File: src/rtl/cci_mpf_csrs_pkg.sv
// Shared constants and the shim event index map for the MPF CSR manager.
package cci_mpf_csrs_pkg;

  localparam int unsigned CCI_MPF_N_SHIM_EVENTS = 12;

  // Width of an MMIO read response word and the position of the sticky wrap flag in it
  localparam int unsigned CCI_MPF_RSP_WIDTH = 64;
  localparam int unsigned CCI_MPF_WRAP_BIT  = 63;

  // Bit position of each shim event in the packed event vector
  typedef enum logic [3:0] {
    VTP_4KB_HIT      = 4'd0,
    VTP_4KB_MISS     = 4'd1,
    VTP_2MB_HIT      = 4'd2,
    VTP_2MB_MISS     = 4'd3,
    VTP_PT_WALK_BUSY = 4'd4,
    VTP_FAILED_XLATE = 4'd5,
    VC_MAP_CHANGED   = 4'd6,
    WRO_RR           = 4'd7,
    WRO_RW           = 4'd8,
    WRO_WR           = 4'd9,
    WRO_WW           = 4'd10,
    PWRITE           = 4'd11
  } t_cci_mpf_shim_event_idx;

endpackage

File: src/rtl/cci_mpf_prim_event_counter.sv
// Single event counter with a sticky wrap flag and a synchronous clear.
module cci_mpf_prim_event_counter #(
  parameter int unsigned CNT_WIDTH = 48
) (
  input  logic                 clk,
  input  logic                 reset_n,
  input  logic                 inc_i,
  input  logic                 clr_i,
  output logic [CNT_WIDTH-1:0] count_o,
  output logic                 wrap_o
);

  logic [CNT_WIDTH-1:0] count_q, count_d;
  logic                 wrap_q, wrap_d;

  // Next-state: a clear wins over accumulation but keeps a coincident event
  always_comb begin
    count_d = count_q;
    wrap_d  = wrap_q;
    if (clr_i) begin
      count_d = CNT_WIDTH'(inc_i);
      wrap_d  = 1'b0;
    end else if (inc_i) begin
      count_d = count_q + CNT_WIDTH'(1);
      if (&count_q) begin
        wrap_d = 1'b1;
      end
    end
  end

  // Counter and wrap flag registers
  always_ff @(posedge clk or negedge reset_n) begin
    if (!reset_n) begin
      count_q <= '0;
      wrap_q  <= 1'b0;
    end else begin
      count_q <= count_d;
      wrap_q  <= wrap_d;
    end
  end

  assign count_o = count_q;
  assign wrap_o  = wrap_q;

endmodule

File: src/rtl/cci_mpf_shim_csr_event_counters.sv
// Registers the shim event strobes, counts each one, and serves counter values to the
// CSR read path through a two-stage pipelined indexed read port.
module cci_mpf_shim_csr_event_counters
  import cci_mpf_csrs_pkg::*;
#(
  parameter int unsigned N_EVENTS  = CCI_MPF_N_SHIM_EVENTS,
  parameter int unsigned CNT_WIDTH = 48,
  parameter int unsigned IDX_WIDTH = (N_EVENTS > 1) ? $clog2(N_EVENTS) : 1
) (
  input  logic                         clk,
  input  logic                         reset_n,
  input  logic [N_EVENTS-1:0]          events_i,
  input  logic                         rd_req_i,
  input  logic [IDX_WIDTH-1:0]         rd_idx_i,
  output logic                         rd_rsp_valid_o,
  output logic [CCI_MPF_RSP_WIDTH-1:0] rd_rsp_data_o,
  input  logic                         clr_req_i,
  input  logic [IDX_WIDTH-1:0]         clr_idx_i,
  input  logic                         clr_all_i
);

  logic [N_EVENTS-1:0]  ev_q;
  logic [N_EVENTS-1:0]  clr_vec;
  logic [CNT_WIDTH-1:0] cnt [N_EVENTS];
  logic [N_EVENTS-1:0]  wrap;

  logic                         rd_v1_q;
  logic [IDX_WIDTH-1:0]         rd_idx_q;
  logic                         rsp_valid_q;
  logic [CCI_MPF_RSP_WIDTH-1:0] rsp_data_q, rsp_data_d;

  // Event input stage: keeps the shim wires off any counter's combinational path
  always_ff @(posedge clk or negedge reset_n) begin
    if (!reset_n) begin
      ev_q <= '0;
    end else begin
      ev_q <= events_i;
    end
  end

  // Per-counter clear decode; out-of-range clr_idx matches no counter
  always_comb begin
    clr_vec = '0;
    for (int unsigned i = 0; i < N_EVENTS; i++) begin
      clr_vec[i] = clr_all_i | (clr_req_i & (clr_idx_i == IDX_WIDTH'(i)));
    end
  end

  for (genvar g = 0; g < N_EVENTS; g++) begin : gen_ctr
    cci_mpf_prim_event_counter #(
      .CNT_WIDTH(CNT_WIDTH)
    ) u_ctr (
      .clk    (clk),
      .reset_n(reset_n),
      .inc_i  (ev_q[g]),
      .clr_i  (clr_vec[g]),
      .count_o(cnt[g]),
      .wrap_o (wrap[g])
    );
  end

  // Read stage 1: capture the request and its index
  always_ff @(posedge clk or negedge reset_n) begin
    if (!reset_n) begin
      rd_v1_q  <= 1'b0;
      rd_idx_q <= '0;
    end else begin
      rd_v1_q  <= rd_req_i;
      rd_idx_q <= rd_idx_i;
    end
  end

  // Read stage 2 mux: selected counter formatted as {wrap, zeros, count}; unknown index reads 0
  always_comb begin
    rsp_data_d = '0;
    for (int unsigned i = 0; i < N_EVENTS; i++) begin
      if (rd_idx_q == IDX_WIDTH'(i)) begin
        rsp_data_d[CNT_WIDTH-1:0]      = cnt[i];
        rsp_data_d[CCI_MPF_WRAP_BIT]   = wrap[i];
      end
    end
  end

  // Read stage 2: response register
  always_ff @(posedge clk or negedge reset_n) begin
    if (!reset_n) begin
      rsp_valid_q <= 1'b0;
      rsp_data_q  <= '0;
    end else begin
      rsp_valid_q <= rd_v1_q;
      rsp_data_q  <= rsp_data_d;
    end
  end

  assign rd_rsp_valid_o = rsp_valid_q;
  assign rd_rsp_data_o  = rsp_data_q;

endmodule

File: config.mk
export PLATFORM = sky130hd
export DESIGN_NAME = cci_mpf_shim_csr_event_counters
export DESIGN_NICKNAME = d
export VERILOG_FILES = /design/src/rtl/cci_mpf_csrs_pkg.sv /design/src/rtl/cci_mpf_prim_event_counter.sv /design/src/rtl/cci_mpf_shim_csr_event_counters.sv
export SDC_FILE = /design/constraint.sdc
export NUM_CORES = 2
export LEC_CHECK = 0
export CORE_MARGIN = 5
export CORE_UTILIZATION = 25
export DETAILED_ROUTE_END_ITERATION = 10
export SYNTH_ARGS = -nofsm -noshare
export SYNTH_HDL_FRONTEND = slang
export SYNTH_SLANG_ARGS = --single-unit
File: constraint.sdc
create_clock -name clk -period 3 [get_ports clk]
set_input_delay 0.6 -clock clk [delete_from_list [all_inputs] [get_ports clk]]
set_output_delay 0.6 -clock clk [all_outputs]
set_load 0.005 [all_outputs]
==> impl_metrics.json <==
{
  "post-route-util_pct": 30.0,
  "nets": 4458,
  "pre_cts_ws_ps": -310,
  "yosysUniqueCellTypes": 85,
  "wirelength_um": 153000,
  "grt_max_degree": 78,
  "die_x_um": 399,
  "final_common_cell": "dfrtp_1",
  "top_layer_used": "met5",
  "route.met2.wl_um": 65000,
  "finalSetupViolCount": 1,
  "vdd_ir_drop_max_uv": 426,
  "drt-met1-wl_um": 63800,
  "layout.cells.non_filler": 6495,
  "critPathMaxFanout": 31,
  "avgSynthCellArea_um2": 8.93,
  "clk_pin_slew_ps": 60,
  "yosysSeqAreaShare_pct": 43.2,
  "overflow": 0,
  "post_cts_buffers": 0,
  "synth_flop_cell": "dfrtp_1",
  "yosysTopAreaCell": "dfrtp_1",
  "routedWlPerCell_um": 23.6,
  "num_vias": 35900,
  "max-clock-path-buffers": 3,
  "slew_violations": 0,
  "syn2layout_area_growth_pct": 19.1,
  "relSlewSlack_pct": 36.6,
  "violations": "negative setup slack",
  "fill_cells": 15900,
  "grt_usage_pct": 18.7,
  "first_pass_iters": 8,
  "numCtsBuffers": 75,
  "layout_common_cells": "dfrtp_1, nor2_1, nand2_1, a21oi_1, buf_4",
  "hold_violations": 0,
  "cts_tree": "done",
  "gp_congestion": 1.02,
  "grt_pass1_vias": 33100,
  "tightest_slew_ps": 945,
  "dpl.cell_count": 6359,
  "place_hpwl_um": 117000,
  "fp-row-count": 142,
  "grt_pass1_wl_um": 225000,
  "vias_per_cell": 5.53,
  "critPathKind": "register to register",
  "io_buffers": 74,
  "leakagePower_nw": 17.1,
  "cap_violations": 0,
  "layout-drive-gt1-share_pct": 11.4,
  "htree_levels": 3,
  "drtIter0Drc": 4340,
  "fin_ws_ps": -190,
  "synthesis.area_mm2": 0.0379,
  "synth_top_cell_area_share_pct": 43.2,
  "min_period_over_period_pct": 106,
  "arrival_ps": 3740,
  "clock-skew-final_ps": 43.3,
  "remaining_drc_errors": 0,
  "cp.required_ps": 3550,
  "whs_ps": 356,
  "cts-root-buf": "clkbuf_16",
  "dieArea_mm2": 0.159,
  "synth-async-reset-ratio_pct": 100,
  "hp-class": "register to register",
  "period_needed_ps": 3190,
  "synth_enable_flop_cells": 0,
  "cts_sinks": 655,
  "grt_antenna_before_repair": 8,
  "ys_top_cells_by_area": "dfrtp_1, xor2_1, nor2_1",
  "dieHeight_um": 399,
  "grt_setup_unrepaired": "false",
  "ios": 90,
  "coreArea_mm2": 0.150,
  "ys_ff_latch": 655,
  "fmax_ghz": 0.313,
  "drtAntennaViolNets": 0,
  "p_per_area_mw_per_mm2": 448,
  "wl_met3_um": 16900,
  "start_kind": "register",
  "start_util_pct": 25.2,
  "cp-end-kind": "register",
  "insertion_delay_ps": 700,
  "fin_total_pwr_mw": 20.2,
  "synth_cells": 4246,
  "status": "finished, violations left",
  "yosys_warnings": 0
}
kinds of logic (layout without fill, tap and decap cells):
kind of cell	Yosys count	count (layout)	share of synthesized area, %
simple gates	1854	1854	25.6
compound gates	932	932	15.3
flops	655	655	43.2
buf+inv	343	559	3.60
xor+xnor	318	318	7.35
mux	131	131	4.57
fa+ha+maj	12	12	0.396
other cells	1	18	0.00989
sequential cells by signal (all words and copies together) (netlist names):
signal	flops
gen_ctr.u_ctr.count_o	576
rd_idx_q	4
rd_v1_q	1
ev_q	12
gen_ctr.u_ctr.wrap_o	12
rd_rsp_valid_o	1
rd_rsp_data_o	49
routing by layer:
metal	up-vias	track usage (%)
met3	319	5.04
li1	16000	-
met5	-	0
met1	17700	26.0
met2	1825	27.4
met4	4	7.78
synth_stat cells, drive strengths merged, types with 14 or more instances:
cell type / instances
a22oi: 46
mux2i: 64
o22ai: 33
mux4: 30
buf: 68
nor4: 73
a2bb2oi: 23
xnor2: 113
nand4: 227
or2: 17
o31ai: 86
and3: 76
o21ai: 226
nand3: 194
a21oi: 317
nand4b: 14
o2bb2ai: 29
nand2: 342
inv: 85
clkbuf: 188
or4: 101
nor2: 464
o21a: 17
and2: 32
a31oi: 25
mux2: 37
dfrtp: 655
nor3: 78
xor2: 205
and4: 50
or3: 138
a211oi: 19
report_power, final:
group          switching, mW  leakage (nW)  internal, mW
combinational           1.10          6.86         0.552
sequential             0.164          9.05          8.93
clock                   4.07          1.23          5.42
critical path, stage by stage, from the launching register on:
cell,delay [ps]
dfrtp_4,680
nor2b_1,240
buf_4,210
a21oi_1,140
o21ai_0,250
a221oi_1,730
o21ai_0,480
buf_4,280
layout make-up:
class	count	area, um^2	area share (%)
antenna	3	7.51	0.0166
clock buffer	112	2270	5.03
clock inverter	20	209	0.463
inverter	87	327	0.724
multi-input combinational	3262	20300	44.9
sequential	655	16400	36.3
tap	2016	2520	5.59
timing repair buffer	340	3110	6.89
worst paths after layout:
kind / start / end / slack (ps) / cells past startpoint
setup reg to reg: rd_idx_q[2] / rd_rsp_data_o[37] / -190 / 7
hold reg to reg: rd_v1_q / rd_rsp_valid_o / 360 / 0
hold / removal: rd_v1_q / rd_rsp_valid_o / 360 / 0
setup / recovery: rd_idx_q[2] / rd_rsp_data_o[37] / -190 / 7
max in group asynchronous: reset_n / gen_ctr[8].u_ctr.count_o[31] / 1610 / 3
min in group asynchronous: reset_n / gen_ctr[5].u_ctr.count_o[38] / 450 / 2
timing repair:
| action | in CTS | in global routing |
|---|---|---|
| hold endpoints to repair | 25 | 0 |
| endpoints found under the setup margin | 0 | 1 |
| resized for setup | 0 | 1 |
| hold buffers | 1 | 0 |
through the flow:
| stage | area, um^2 | TNS, ps |
|---|---|---|
| floorplan | 38000 | 0 |
| global placement | 42600 | -3060 |
| detailed placement | 42600 | -2560 |
| CTS | 45100 | 0 |
| global route | 45100 | 0 |
| finish | 45100 | -190 |
No activity file was read; power rests on OpenSTA's default activity.
